--- config.mk ---
export PLATFORM = sky130hd
export DESIGN_NAME = onchip_mem_arbiter
export DESIGN_NICKNAME = d
export VERILOG_FILES = /design/src/rtl/onchip_mem_arbiter.sv
export SDC_FILE = /design/constraint.sdc
export NUM_CORES = 1
export LEC_CHECK = 0
export CORE_AREA = 2 2 101 103
export DETAILED_ROUTE_END_ITERATION = 7
export DIE_AREA = 0 0 103 105
export SYNTH_ARGS = -nofsm -noshare
export SYNTH_HDL_FRONTEND = slang
export SYNTH_SLANG_ARGS = --single-unit
--- constraint.sdc ---
create_clock -name clk -period 2 [get_ports clk]
set_input_delay 0.5 -clock clk [delete_from_list [all_inputs] [get_ports clk]]
set_output_delay 0.5 -clock clk [all_outputs]
set_load 0.02 [all_outputs]
--- src/rtl/onchip_mem_arbiter.sv ---
// Round-robin arbiter sharing one single-port RAM between two Avalon-MM masters; optional MEM_ARB_RANGE_CHECK_EN blocks out-of-range accesses.
// Latency: grant is combinational, 0 wait uncontended and at most 1 wait contended; readdatavalid 1 cycle after accept.
// Backpressure: the losing master sees waitrequest for one cycle; read data is never stalled, so reads sustain 1 per cycle.
module onchip_mem_arbiter #(
    parameter int ADDR_W = 13,
    parameter int DATA_W = 32,
    parameter int DEPTH  = 8000
) (
    input  logic                clk,
    input  logic                reset_n,
    input  logic [ADDR_W-1:0]   m0_address,
    input  logic [DATA_W/8-1:0] m0_byteenable,
    input  logic                m0_read,
    input  logic                m0_write,
    input  logic [DATA_W-1:0]   m0_writedata,
    output logic                m0_waitrequest,
    output logic [DATA_W-1:0]   m0_readdata,
    output logic                m0_readdatavalid,
    input  logic [ADDR_W-1:0]   m1_address,
    input  logic [DATA_W/8-1:0] m1_byteenable,
    input  logic                m1_read,
    input  logic                m1_write,
    input  logic [DATA_W-1:0]   m1_writedata,
    output logic                m1_waitrequest,
    output logic [DATA_W-1:0]   m1_readdata,
    output logic                m1_readdatavalid,
    output logic [ADDR_W-1:0]   mem_address,
    output logic [DATA_W/8-1:0] mem_byteenable,
    output logic                mem_chipselect,
    output logic                mem_write,
    output logic [DATA_W-1:0]   mem_writedata,
    output logic                mem_clken,
    input  logic [DATA_W-1:0]   mem_readdata,
    output logic                range_err
);

    logic              req0, req1;
    logic              gnt0, gnt1, gnt_any, sel;
    logic              gnt_wr, gnt_rd;
    logic              fwd, oor;
    logic [DATA_W-1:0] rdata_ret;

    logic last_q;
    logic rdv_q;
    logic owner_q;

    assign req0 = m0_read | m0_write;
    assign req1 = m1_read | m1_write;

    // On a tie the master that did not win last time is granted.
    always_comb begin
        gnt0 = 1'b0;
        gnt1 = 1'b0;
        if (req0 && req1) begin
            gnt0 = last_q;
            gnt1 = ~last_q;
        end else begin
            gnt0 = req0;
            gnt1 = req1;
        end
    end

    assign gnt_any = gnt0 | gnt1;
    assign sel     = gnt1;
    assign gnt_wr  = sel ? m1_write : m0_write;
    assign gnt_rd  = gnt_any & ~gnt_wr;

    assign m0_waitrequest = req0 & ~gnt0;
    assign m1_waitrequest = req1 & ~gnt1;

    assign mem_address    = sel ? m1_address    : m0_address;
    assign mem_byteenable = sel ? m1_byteenable : m0_byteenable;
    assign mem_writedata  = sel ? m1_writedata  : m0_writedata;
    assign mem_clken      = reset_n;
    assign mem_chipselect = fwd & reset_n;
    assign mem_write      = fwd & gnt_wr & reset_n;

    assign oor = {1'b0, mem_address} >= (ADDR_W+1)'(DEPTH);

    always_ff @(posedge clk or negedge reset_n) begin
        if (!reset_n) begin
            last_q  <= 1'b1;
            rdv_q   <= 1'b0;
            owner_q <= 1'b0;
        end else begin
            rdv_q <= gnt_rd;
            if (gnt_any) begin
                last_q  <= sel;
                owner_q <= sel;
            end
        end
    end

`ifdef MEM_ARB_RANGE_CHECK_EN
    logic oor_q;
    logic range_err_q;

    // Out-of-range accesses are accepted but never reach the RAM.
    assign fwd = gnt_any & ~oor;

    always_ff @(posedge clk or negedge reset_n) begin
        if (!reset_n) begin
            oor_q       <= 1'b0;
            range_err_q <= 1'b0;
        end else begin
            oor_q <= gnt_rd & oor;
            if (gnt_any && oor)
                range_err_q <= 1'b1;
        end
    end

    assign rdata_ret = oor_q ? '0 : mem_readdata;
    assign range_err = range_err_q;
`else
    logic unused_oor;

    assign fwd        = gnt_any;
    assign rdata_ret  = mem_readdata;
    assign range_err  = 1'b0;
    assign unused_oor = oor;
`endif

    assign m0_readdatavalid = rdv_q & ~owner_q;
    assign m1_readdatavalid = rdv_q & owner_q;
    assign m0_readdata      = m0_readdatavalid ? rdata_ret : '0;
    assign m1_readdata      = m1_readdatavalid ? rdata_ret : '0;

endmodule

* After elaboration in Yosys (flattened, before gate mapping) *
Index checks and enable logic that the tools add are counted.

word-level totals
  bits in registers = 3
  logic and storage cells = 28
  input port bits = 136

operators by class
  reductions and logical operators = 1
  mux-type cells = 8
  bitwise operators = 16

operators by type and width
  cell               number
  32-bit 2-to-1 mux  3
  13-bit 2-to-1 mux  1
  1-bit AND          8
  1-bit inverter     5
  4-bit 2-to-1 mux   1
  1-bit 2-to-1 mux   3
  1-bit OR           3
  1-bit logical AND  1

* Depth between registers and ports, before layout *
Gate-level depths: netlist (run 1).

  depth in word-level cells = 6
  depth in mapped cells = 4
  mapped depth without buffers = 3

* Worst setup path after synthesis (run 1) *
OpenSTA, ideal clock, no wires.

  kind = input to output
  from = in m1_write
  to = out mem_address[0]
  stages = 3
  slack = 0.158 ns
  arrival time = 1.342 ns
  path through = o21ai_2 -> buf_6 -> mux2_2

between the ends
  cells in the longest elaborated chain, start to end = 4

ends and longest elaborated chain
  item                 line  text
  start: declaration   22    input logic m1_write,
  1-bit OR *           48    assign req1 = m1_read | m1_write;
  1-bit logical AND    54    if (req0 && req1) begin
  1-bit 2-to-1 mux *   54
  13-bit 2-to-1 mux *  71    assign mem_address = sel ? m1_address : m0_address;
  end: declaration     27    output logic [ADDR_W-1:0] mem_address,

Mark *: on every way between the ends. The rest lies on a longest branch, timed or not.

* Worst setup path after layout (run 1) *
  from = reg last_q
  to = out mem_writedata[10]

between the ends
  cells in the longest elaborated chain, start to end = 3

ends and longest elaborated chain
  item                      line  text
  start: declaration        43    logic last_q;
  start signal: assignment  88    last_q <= sel;
  1-bit inverter            56    gnt1 = ~last_q;
  1-bit 2-to-1 mux          54
  32-bit 2-to-1 mux         73    assign mem_writedata = sel ? m1_writedata : m0_writedata;
  end: declaration          31    output logic [DATA_W-1:0] mem_writedata,

No other way between the ends.

==> results_dict.tcl, run 1 <==
set metrics [dict create \
    post_synth_inst_count 154 \
    seq_area_frac_synth_pct 6.076 \
    crit_slowest_cell "sky130_fd_sc_hd__dfstp_2" \
    timing.critical_path.arrival_ps 1750 \
    antenna_found_initial 0 \
    run_status "finished with violations" \
    ys_ff_latch 3 \
    rows 36 \
    cpLargestDelayFamily "flip-flops" \
    critPathCapture "mem_writedata[10]" \
    timing.critical_path.depth 7 \
    syn_area_per_cell_um2 8.157 \
    critPathMaxFanout 7 \
    antenna_left 0 \
    count_of_warnings_emitted_by_yosys 0 \
    groute.usage.overall_pct 13.14 \
    timing.critical_path.buf_inv 4 \
    fin_skew_ps 0.8607 \
    cpMostUsedCell "sky130_fd_sc_hd__buf_12" \
    initial_utilization_pct 13.03 \
    worst_setup_path_startpoint "last_q$_DFFE_PN1N_" \
    insertion_delay_ps 220 \
    min_path_type "input pin to async pin" \
    root_buffer "sky130_fd_sc_hd__clkbuf_8" \
    hold_viol 0 \
    routability_congestion 0.7952 \
    max_cap_violations 0 \
    detailedPlace.worstSlack_ps -979.8 \
    static-leakage-power_nw 2.134 \
    route.final.wire_length_um 8001 \
    drt_iter0_drc 39 \
    place.port_buffers 255 \
    synth.distinct_cells 22 \
    nets 558 \
    violated_checks "negative setup slack" \
    clk_transition_reported_paths_ps 30 \
    clock.fmax_ghz 0.4452 \
    vias 2236 \
    post-route-worst-setup-slack_ps -246.1 \
    report.final.slew_viol_count 0 \
    tritoncts_num_sinks 3 \
    slowest_delay_ps 550 \
    first_pass_grt_wire_length_um 11370 \
    grt_max_degree 35 \
    layout-drive-gt1-share_pct 32.30 \
    globalRouteOverflowTotal 0 \
    layout.cells.most_common "sky130_fd_sc_hd__clkdlybuf4s50_1" \
    syn_nets 290 \
    drt_first_pass_iters 4 \
    mostFrequentLayoutCells "131 x sky130_fd_sc_hd__clkdlybuf4s50_1, 61 x sky130_fd_sc_hd__dlygate4sd2_1, 39 x sky130_fd_sc_hd__buf_6, 33 x sky130_fd_sc_hd__and2_1, 32 x sky130_fd_sc_hd__and3_1" \
    htree_num_levels 1 \
    cts-buffers-inserted 3 \
    area.growth.synth_to_final_pct 232.2 \
    synth_area_mm2 0.001256 \
    critical_path.cell_chain "o21ai_4 -> o21ai_4 -> buf_12 -> buf_12 -> buf_12 -> mux2_4 -> buf_6" \
    r2r_start "last_q$_DFFE_PN1N_" \
    post_dp_cell_area_mm2 0.004036 \
    design_area_mm2 0.004173 \
    clockBufferDepth 2 \
    worstPathRequired_ps 1500 \
    die_x_um 103 \
    core_mm2 0.009639 \
    r2r_endpoint "owner_q$_DFFE_PN0N_" \
    report.final.setup_viol 49 \
    reg2reg_setup_slack_ps 880 \
    peakVddDrop_uv 202.6 \
    final.min_clock_period_ps 2246 \
    path_class "flop to primary output" \
    wl_per_cell_um 14.44 \
    endpoint_kind "primary output" \
    power.density_cell_area_mw_per_mm2 447.1 \
    die_h_um 105 \
    detailed_placement_hpwl_um 6887 \
    detail_route.drc_violations 0 \
    type_of_element_launching_the_critical_path "flop" \
    reg2reg_depth 5 \
    diodes 0 \
    post-route-period-util_pct 112.3 \
    grt_pass1_vias 2309 \
    fin_total_pwr_mw 1.865 \
    io_pins 257 \
    unrepaired_setup_endpoints_after_global_routing "true" \
    routed_via_density 4.036 \
    dieArea_mm2 0.01082 \
    tritoncts "yes" \
]
## area by class of cell
class	instances	area, um^2
fillers	1034	5466
repair buffers	279	2709
multi-input cells	135	1176
well taps	133	166.4
flip-flops and latches	3	76.32
clock buffers	4	45.04
## synthesized netlist by cell type
master                     number  share of area [%]
sky130_fd_sc_hd__mux2_2        49                 44
sky130_fd_sc_hd__and2_1        33                 16
sky130_fd_sc_hd__and3_1        32                 16
sky130_fd_sc_hd__clkbuf_1       8                2.4
sky130_fd_sc_hd__buf_6          5                4.5
sky130_fd_sc_hd__nor2_1         4                1.2
sky130_fd_sc_hd__nand2_1        3               0.90
sky130_fd_sc_hd__a21oi_1        2               0.80
sky130_fd_sc_hd__buf_4          2                1.2
sky130_fd_sc_hd__dfrtp_1        2                4.0
sky130_fd_sc_hd__nor2b_1        2                1.0
sky130_fd_sc_hd__o21ai_2        2                1.4
sky130_fd_sc_hd__a21boi_0       1               0.60
sky130_fd_sc_hd__buf_2          1               0.40
sky130_fd_sc_hd__conb_1         1               0.30
sky130_fd_sc_hd__dfstp_2        1                2.1
sky130_fd_sc_hd__nand2b_1       1               0.50
sky130_fd_sc_hd__nand3_1        1               0.40
sky130_fd_sc_hd__nand3b_1       1               0.60
sky130_fd_sc_hd__nor3_1         1               0.40
sky130_fd_sc_hd__o21ai_0        1               0.40
sky130_fd_sc_hd__o31a_1         1               0.70
## routing by layer
metal	share of wire, %	GRT usage, %	vias to the layer above
li1	-	-	1076
met1	33	13.10	1006
met2	54	26.86	152
met3	12	3.077	2
met4	0.27	1.974	0
met5	0	0	-
## worst register-to-register path, stage by stage (launching register included)
cell	delay, ps
sky130_fd_sc_hd__dfstp_2	550
sky130_fd_sc_hd__o21ai_4	70
sky130_fd_sc_hd__o21ai_4	80
sky130_fd_sc_hd__buf_4	140
sky130_fd_sc_hd__buf_4	110
sky130_fd_sc_hd__nand2_1	50
## cells by family (layout without fill, tap and decap cells)
logic type	Yosys count	count (layout)	share of synthesized area (%)
other	1	1	0.2985
muxes	49	49	43.92
buffers and inverters	16	283	8.465
DFF	3	3	6.076
and+or+nand+nor	78	78	37.35
AOI/OAI and AO/OA	7	7	3.885
## state kept, by name, indices dropped and copies added (netlist names)
name / cells
owner_q: 1
last_q: 1
rdv_q: 1
## power by group
part           switching [mW]  total, mW  leakage [nW]  internal, mW
clock                  0.0426      0.179        0.0228         0.136
combinational           0.707       1.60          2.08         0.897
sequential            0.00886     0.0828        0.0347        0.0740
total                   0.758       1.87          2.13          1.11
## what timing repair did
action,CTS,global route
pin swaps,2,0
cloned,2,0
buffers inserted,7,0
gates resized for setup,389,18
hold buffers,0,0
setup endpoints to repair,120,58
## how the worst min path moves through the flow
stage / from / to / slack (ps) / cells after the start
after floorplan: reset_n / owner_q$_DFFE_PN0N_ / 200 / 0
after global placement: last_q$_DFFE_PN1N_ / last_q$_DFFE_PN1N_ / 710 / 3
after detailed placement: last_q$_DFFE_PN1N_ / last_q$_DFFE_PN1N_ / 720 / 3
after CTS: reset_n / rdv_q$_DFF_PN0_ / 630 / 2
after global routing: reset_n / rdv_q$_DFF_PN0_ / 650 / 2
final: reset_n / rdv_q$_DFF_PN0_ / 620 / 2
## per-stage QoR
step           cells  setup TNS, ps  util [%]  hold WS, ps
2_1_floorplan    154              0         -        204.4
3_3_place_gp     544         -59990     41.87        714.8
3_5_place_dp     544         -62290     41.87        715.3
4_1_cts          557         -10970     43.67        632.3
5_1_grt          554         -11430     43.29        651.7
6_report         554          -8694     43.29        624.9
(Power assumes the default switching activity.)
==> inputs of run 2 (changes only) <==
--- a/config.mk
+++ b/config.mk
@@ -5,9 +5,11 @@
 export SDC_FILE = /design/constraint.sdc
 export NUM_CORES = 1
 export LEC_CHECK = 0
-export CORE_AREA = 2 2 101 103
+export CORE_AREA = 8 8 93 95
+export CTS_CLUSTER_DIAMETER = 100
 export DETAILED_ROUTE_END_ITERATION = 7
-export DIE_AREA = 0 0 103 105
+export DIE_AREA = 0 0 101 103
+export PLACE_DENSITY = 0.77
 export SYNTH_ARGS = -nofsm -noshare
 export SYNTH_HDL_FRONTEND = slang
 export SYNTH_SLANG_ARGS = --single-unit
==> run 2 against run 1 <==
  * First-iteration DRC count decreased by 62%
  * Via count rose by 0.58%
  * Setup slack got worse by 15 ps
  * The flow still finishes with violations (negative setup slack)
  * Fmax decreased by 0.66%
  * Count of clock-buffer cells in the layout unchanged
  * Global-route usage increased by 4.7 points
  * Core utilization grew 17 points
  * Flip-flop and latch count is the same
  * Critical path depth stayed put
  * Largest cell class unchanged
==> results_dict.tcl, run 2 (synthesis results as in run 1) <==
set metrics [dict create \
    drt_iter0_drc 15 \
    htree_num_levels 1 \
    die_x_um 101 \
    timing.critical_path.arrival_ps 1760 \
    core_mm2 0.007137 \
    report.final.slew_viol_count 0 \
    worst_setup_path_startpoint "last_q$_DFFE_PN1N_" \
    antenna_found_initial 0 \
    place.port_buffers 255 \
    tritoncts "yes" \
    drt_first_pass_iters 4 \
    critPathMaxFanout 7 \
    min_path_type "input pin to async pin" \
    static-leakage-power_nw 2.171 \
    rows 31 \
    first_pass_grt_wire_length_um 14230 \
    groute.usage.overall_pct 17.83 \
    vias 2249 \
    post-place-cells 508 \
    root_buffer "sky130_fd_sc_hd__clkbuf_8" \
    layout-drive-gt1-share_pct 33.49 \
    tritoncts_num_sinks 3 \
    clockBufferDepth 2 \
    detail_route.drc_violations 0 \
    fin_skew_ps 1.500 \
    power.density_cell_area_mw_per_mm2 465.6 \
    nets 561 \
    io_pins 257 \
    peakVddDrop_uv 214.1 \
    report.final.setup_viol 49 \
    setup_total_negative_slack_ps -9163 \
    antenna_left 0 \
    path_class "flop to primary output" \
    hold_viol 0 \
    worstPathRequired_ps 1500 \
    die_h_um 103 \
    critical_path.cell_chain "o21ai_4 -> o21ai_4 -> buf_12 -> buf_8 -> buf_16 -> mux2_4 -> buf_6" \
    final.min_clock_period_ps 2261 \
    post_dp_cell_area_mm2 0.003979 \
    layout_top_registers "last_q (1), owner_q (1), rdv_q (1)" \
    wl_per_cell_um 19.49 \
    dieArea_mm2 0.01040 \
    grt_max_degree 35 \
    routed_via_density 4.300 \
    type_of_element_launching_the_critical_path "flop" \
    initial_utilization_pct 17.60 \
    cts-buffers-inserted 3 \
    routability_congestion 0.8839 \
    grt_pass1_vias 2551 \
    final_util_pct 60.64 \
    unrepaired_setup_endpoints_after_global_routing "true" \
    violated_checks "negative setup slack" \
    detailedPlace.worstSlack_ps -911.6 \
    run_status "finished with violations" \
    layout.cells.non_filler 523 \
    design_area_mm2 0.004328 \
    layout.cells.most_common "sky130_fd_sc_hd__clkdlybuf4s50_1" \
    post-route-period-util_pct 113.0 \
    area.growth.synth_to_final_pct 244.5 \
    crit_slowest_cell "sky130_fd_sc_hd__dfstp_2" \
    insertion_delay_ps 210 \
    r2r_start "last_q$_DFFE_PN1N_" \
    cpMostUsedCell "sky130_fd_sc_hd__o21ai_4" \
    clock.fmax_ghz 0.4423 \
    clk_transition_reported_paths_ps 30 \
    route.final.wire_length_um 10190 \
    endpoint_kind "primary output" \
    globalRouteOverflowTotal 0 \
    detailed_placement_hpwl_um 8488 \
    max_cap_violations 0 \
    post-route-worst-setup-slack_ps -261.0 \
    diodes 0 \
    mostFrequentLayoutCells "131 x sky130_fd_sc_hd__clkdlybuf4s50_1, 49 x sky130_fd_sc_hd__buf_6, 39 x sky130_fd_sc_hd__mux2_4" \
    slowest_delay_ps 550 \
]
## run 2: changes by cell type in the layout (fill, tap and decap cells not counted), moves of 2 or more
cell / before / now
sky130_fd_sc_hd__clkdlybuf4s15_1: 8 / 33
sky130_fd_sc_hd__buf_12: 6 / 3
sky130_fd_sc_hd__buf_2: 14 / 4
sky130_fd_sc_hd__mux2_4: 22 / 39
sky130_fd_sc_hd__buf_16: 0 / 3
sky130_fd_sc_hd__clkbuf_2: 0 / 4
sky130_fd_sc_hd__buf_4: 19 / 21
sky130_fd_sc_hd__mux2_2: 27 / 10
sky130_fd_sc_hd__buf_6: 39 / 49
sky130_fd_sc_hd__dlygate4sd2_1: 61 / 33
## run 2: timing repair
item / 4_1_cts / 5_1_grt
hold buffers: 0 / 0
cloned: 4 / 0
endpoints found under the setup margin: 120 / 87
resized for setup: 431 / 49
pin swaps: 2 / 0
setup buffers: 7 / 2
## run 2: worst paths after layout
path	slack [ps]	cells after the start	to
setup / recovery	-260	7	mem_address[6]
min in group clk	710	4	rdv_q$_DFF_PN0_
setup reg to reg	820	5	last_q$_DFFE_PN1N_
hold reg to reg	730	3	owner_q$_DFFE_PN0N_
max in group asynchronous	1190	2	last_q$_DFFE_PN1N_
hold / removal	620	2	rdv_q$_DFF_PN0_
## run 2: critical path, delay by kind of cell, from the launching register on
kind	cells	cell delay (ps)
compound gates	2	150
buf+inv	4	540
flops	1	550
mux	1	310
## run 2: area by class of cell
class / instances / area, um^2
multi-input combinational: 135 / 1245
sequential: 3 / 76.32
clock buffer: 4 / 45.04
fill: 638 / 2809
timing repair buffer: 282 / 2838
tap: 99 / 123.9
## run 2: power by group
group / switching, mW / internal [mW] / leakage (nW)
clock network: 0.0389 / 0.136 / 0.0228
registers: 0.00831 / 0.0740 / 0.0347
logic: 0.764 / 0.994 / 2.11
total: 0.811 / 1.20 / 2.17
## run 2: through the flow
stage / hold slack, ps / power, mW
after global placement: 718.4 / 1.624
after detailed placement: 730.0 / 1.636
after CTS: 624.0 / 2.010
final: 623.5 / 2.015
after floorplan: 204.4 / 0.7995
after global routing: 627.8 / 2.116
## run 2: per-layer routing
layer	up-vias	global-route usage [%]	wire length (um)
li1	1082	-	-
met1	1001	15.90	3399
met2	160	36.58	5510
met3	6	7.090	1192
met4	0	3.551	88
met5	-	0	0
==> inputs of run 3 (changes only) <==
==> config.mk (replaced) <==
export PLATFORM = sky130hd
export DESIGN_NAME = onchip_mem_arbiter
export DESIGN_NICKNAME = d
export VERILOG_FILES = /design/src/rtl/onchip_mem_arbiter.sv
export SDC_FILE = /design/constraint.sdc
export NUM_CORES = 1
export LEC_CHECK = 0
export CORE_AREA = 2 2 101 103
export DETAILED_ROUTE_END_ITERATION = 7
export DIE_AREA = 0 0 103 105
export GPL_ROUTABILITY_DRIVEN = 0
export SYNTH_ARGS = -nofsm -noshare
export SYNTH_HDL_FRONTEND = slang
export SYNTH_SLANG_ARGS = --single-unit
==> results of run 3 <==
Same layout as run 1: the final DEF is identical, and so are final timing and power.
==> RTL change 1, RTL diff (settings of run 2) <==
`ADDR_W`: 13 -> 15.
--- a/src/rtl/onchip_mem_arbiter.sv
+++ b/src/rtl/onchip_mem_arbiter.sv
@@ -3,5 +3,5 @@
 // Backpressure: the losing master sees waitrequest for one cycle; read data is never stalled, so reads sustain 1 per cycle.
 module onchip_mem_arbiter #(
-    parameter int ADDR_W = 13,
+    parameter int ADDR_W = 15,
     parameter int DATA_W = 32,
     parameter int DEPTH  = 8000
Ports: changed (resized m0_address, m1_address and mem_address); port bits go from 257 to 263. The function was not compared with the original's and may differ.
==> RTL change 1 against run 2 <==
- the flow still finishes with violations (setup timing)
- cell count increased by 1.3%
- synthesized cell count increased by 1.3%
- non-clock buffer count increased by 5
- setup slack improved by 76 ps
- sequential cell count unchanged
- area after synthesis increased by 16%
- global-route usage increased by 0.39 points
- power increased by 5.6%
- cell area increased by 3.5%
- routed wire length increased by 3.6%
- sequential share of layout area decreased by 0.060 points
==> RTL change 1: results (changes against run 2) <==
| Metric | Value |
|---|---|
| Outcome | `finished with violations` |
| Failing checks | `setup timing` |
| Reg2reg setup slack | `670 ps (-150 ps)` |
| Final setup fails | `51 (+4.1%)` |
| Vias in the first global route | `2515 (-1.4%)` |
| Worst setup margin | `-185 ps (+76.4 ps)` |
| WP data arrival | `1680 ps (-80 ps)` |
| Most common library cells after synthesis | `mux2_4 (49), and2_1 (33), and3_1 (32)` |
| Routability Congestion | `0.989 (+12%)` |
| Max IR drop VDD | `0.000279 V (+30%)` |
| Global-route wire length before repair | `14400 um (+1.5%)` |
| Pre-CTS WS | `-919 ps (-7.05 ps)` |
| Switching pwr | `847 uW (+4.4%)` |
| Reg2Reg Depth | `7 (+2)` |
| IO buf count | `261 (+2.4%)` |
| Layout Skew | `4.67 ps (+3.17 ps)` |
| Fillers | `634 (-0.63%)` |
| Post-synthesis sequential area ratio | `5.22% (-0.85 points)` |
| Syn_area_per_cell | `9.37 um2 (+15%)` |
| Layout cells sized above 1 | `35.5% (+2.0 points)` |
| NumNets Final | `572 (+2.0%)` |
| Top flop regs | `last_q: 1 flops, owner_q: 1 flops, rdv_q: 1 flops` |
| Placed Instances | `517 (+1.8%)` |
| Leak | `2.36 nW (+8.7%)` |
| Routed WL | `10600 um (+3.6%)` |
| Post-DP HPWL | `8950 um (+5.5%)` |
| Area contributors post-synth | `mux2_4 (50%), and2_1 (14%), and3_1 (14%)` |
| WL per Instance | `19.9 um (+2.2%)` |
| DRT iter0 DRCs | `22 (+7)` |
-- RTL change 1: layer usage --
layer | up-vias | global-route usage (%) | share of wire [%]
met2 | 132 | 36.2 | 56
met4 | 0 | 4.01 | 1.2
met3 | 10 | 6.01 | 8.3
met5 | - | 0 | 0
met1 | 1035 | 17.7 | 34
li1 | 1105 | - | -
-- RTL change 1: critical path: stages, from the launching register on --
cell	delay [ps]
dfstp_2	540
o21ai_4	70
o21ai_4	80
buf_8	170
buf_12	140
mux2_4	310
buf_6	130
-- RTL change 1: kinds of logic (layout without fill, tap and decap cells) --
family	after synthesis	count (layout)	share of synthesized area, %
multiplexers	51	51	51.9
flip-flops	3	3	5.22
AO/OA/AOI/OAI	7	7	3.34
other	1	1	0.257
buffers and inverters	16	291	7.19
AND/OR/NAND/NOR	78	78	32.1
-- RTL change 1: how the worst max path moves through the flow --
stage	end	slack, ps	cells past startpoint
global placement	mem_writedata[5]	-900	5
finish	mem_writedata[19]	-180	6
floorplan	mem_address[0]	120	3
detailed placement	mem_writedata[11]	-920	5
global route	mem_writedata[19]	-220	6
CTS	mem_writedata[31]	-200	6
-- RTL change 1: power groups by stage --
stage	combinational, mW	clock, mW	sequential, mW
2_1_floorplan	0.837	0	0.0860
3_3_place_gp	1.71	0	0.0792
3_5_place_dp	1.73	0	0.0794
4_1_cts	1.83	0.193	0.0816
5_1_grt	1.95	0.196	0.0829
6_report	1.86	0.185	0.0821
-- RTL change 1: layout make-up --
type	count	area [um2]	area share (%)
multi-input combinational	137	1310	29.2
sequential	3	76.3	1.70
tap	99	124	2.76
clock buffer	4	45.0	1.01
timing repair buffer	287	2930	65.3
-- RTL change 1: what timing repair did --
item                                    CTS  global route
pin swaps                                 2             1
endpoints found under the setup margin  121            85
buffers inserted                          3             1
cloned                                    4             1
gates resized for setup                 404            31
-- RTL change 1: stage by stage --
stage	cell area [um2]	setup TNS [ps]	util [%]	hold WS, ps
4_1_cts	4470	-8660	62.6	579
3_5_place_dp	4290	-59040	60.0	712
6_report	4480	-8480	62.8	579
5_1_grt	4480	-10410	62.8	587
3_3_place_gp	4290	-57680	60.0	710
2_1_floorplan	1460	0	-	204
==> RTL change 2, RTL diff (settings of run 2) <==
Made on the original files. Add a define of `MEM_ARB_RANGE_CHECK_EN`.
--- a/src/rtl/onchip_mem_arbiter.sv
+++ b/src/rtl/onchip_mem_arbiter.sv
@@ -2,4 +2,6 @@
 // Latency: grant is combinational, 0 wait uncontended and at most 1 wait contended; readdatavalid 1 cycle after accept.
 // Backpressure: the losing master sees waitrequest for one cycle; read data is never stalled, so reads sustain 1 per cycle.
+`define MEM_ARB_RANGE_CHECK_EN
+
 module onchip_mem_arbiter #(
     parameter int ADDR_W = 13,
Behaviour: not the same (Yosys sat finds a counterexample within 4 cycles, from zero or initial values and one cycle with reset_n low).
==> RTL change 2 against run 2 <==
- count of clock-buffer cells in the layout unchanged
- area after synthesis increased by 26%
- cell area increased by 7.1%
- fmax decreased by 3.5%
- core utilization increased by 4.3 points
- setup slack got worse by 82 ps
- sequential cell count increased by 2
- routed wire length increased by 6.5%
- power increased by 11%
- the run still ends with setup timing left
==> RTL change 2: results (changes against run 2) <==
| Metric | Value |
|---|---|
| Outcome | `finished with violations` |
| Failing checks | `setup timing` |
| Largest net degree at the start of global routing | `34 (-2.9%)` |
| Met3 wire length | `1080 um (-9.1%)` |
| Seq cells post-synth | `5 (+2)` |
| Comb_multi_in | `173 (+28%)` |
| CP max stage cell | `mux2_4` |
| Vias in the first global route | `2870 (+13%)` |
| Met3 usage | `7.36% (+0.27 points)` |
| CP top delay family | `buffers and inverters` |
| Max IR drop VDD | `0.000272 V (+27%)` |
| WP data arrival | `1840 ps (+80 ps)` |
| Netlist cell types | `23 (+4.5%)` |
| GR Util met2 | `39.5% (+2.9 points)` |
| Total Routing Usage GR | `19.1% (+1.2 points)` |
| Max FO, Critical Path | `5 (-2)` |
| Pre-CTS WS | `-903 ps (+8.43 ps)` |
| Later-pin clock latency in the skew report | `around 220 ps` |
| Layout Skew | `0.509 ps (-0.991 ps)` |
| Leak | `2.33 nW (+7.2%)` |
| Internal Power | `1.34 mW (+11%)` |
| Routability Congestion | `0.849 (-4.0%)` |
| ClkCell Share | `0.972% (-0.069 points)` |
| DRT iter0 DRCs | `29 (+14)` |
| Compound-Gate Fraction of Synth Area | `4.02% (+0.13 points)` |
| Hold Path Class | `flip-flop to flip-flop` |
| Post-DP HPWL | `8570 um (+0.94%)` |
| Vias | `2552 (+13%)` |
| NumNets Final | `621 (+11%)` |
| Met1 WL | `3400 um (about the same)` |
| IO buf count | `256 (+0.39%)` |
| Reg2Reg Depth | `8 (+3)` |
| Layout cells sized above 1 | `37.8% (+4.3 points)` |
| Sw Share | `40.0% (-0.30 points)` |
| Comb power frac | `85.5% (-1.7 points)` |
| Final setup fails | `51 (+4.1%)` |
| Area contributors post-synth | `mux2_4 (46%), nor2_1 (17%), nand2b_1 (13%)` |
| Worst setup margin | `-343 ps (-81.7 ps)` |
| Routed length on met2 | `6160 um (+12%)` |
| Clk Tree Root Cell | `clkbuf_8` |
| Fraction of area in multi-input gates | `29.5% (+0.75 points)` |
| FF-to-FF End | `range_err` |
| Critical R2R Launch | `last_q` |
| Reg2reg setup slack | `410 ps (-410 ps)` |
| Most common library cells after synthesis | `nor2_1 (70), mux2_4 (49), nand2b_1 (34)` |
| Seq. pwr | `134 uW (+63%)` |
| Buffers excl. clock | `299 (+6.0%)` |
| Initial antenna violation count | `1 (+1)` |
| Syn_nets | `333 (+15%)` |
RTL change 2: worst max-delay path by stage:
stage | slack, ps | from | end | cells after the start
after floorplan | 120 | m0_write | mem_write | 4
after global placement | -880 | m1_write | mem_writedata[18] | 5
after detailed placement | -900 | m0_write | mem_write | 6
after CTS | -410 | m0_read | mem_address[6] | 10
after global routing | -390 | last_q | mem_writedata[21] | 8
final | -340 | m1_write | mem_writedata[21] | 8
RTL change 2: repair_timing:
item	4_1_cts	5_1_grt
resized for setup	407	87
setup endpoints to repair	120	94
pin swaps	6	1
cloned	4	1
setup buffers	22	4
RTL change 2: stage by stage:
step | area [um2] | cells | hold WS (ps) | TNS, ps | util [%]
5_1_grt | 4630 | 584 | 494 | -15370 | 64.9
3_3_place_gp | 4370 | 554 | 464 | -59690 | 61.2
6_report | 4630 | 584 | 487 | -13070 | 64.9
2_1_floorplan | 1590 | 197 | 204 | 0 | -
4_1_cts | 4680 | 584 | 491 | -14420 | 65.6
3_5_place_dp | 4370 | 554 | 468 | -61560 | 61.2
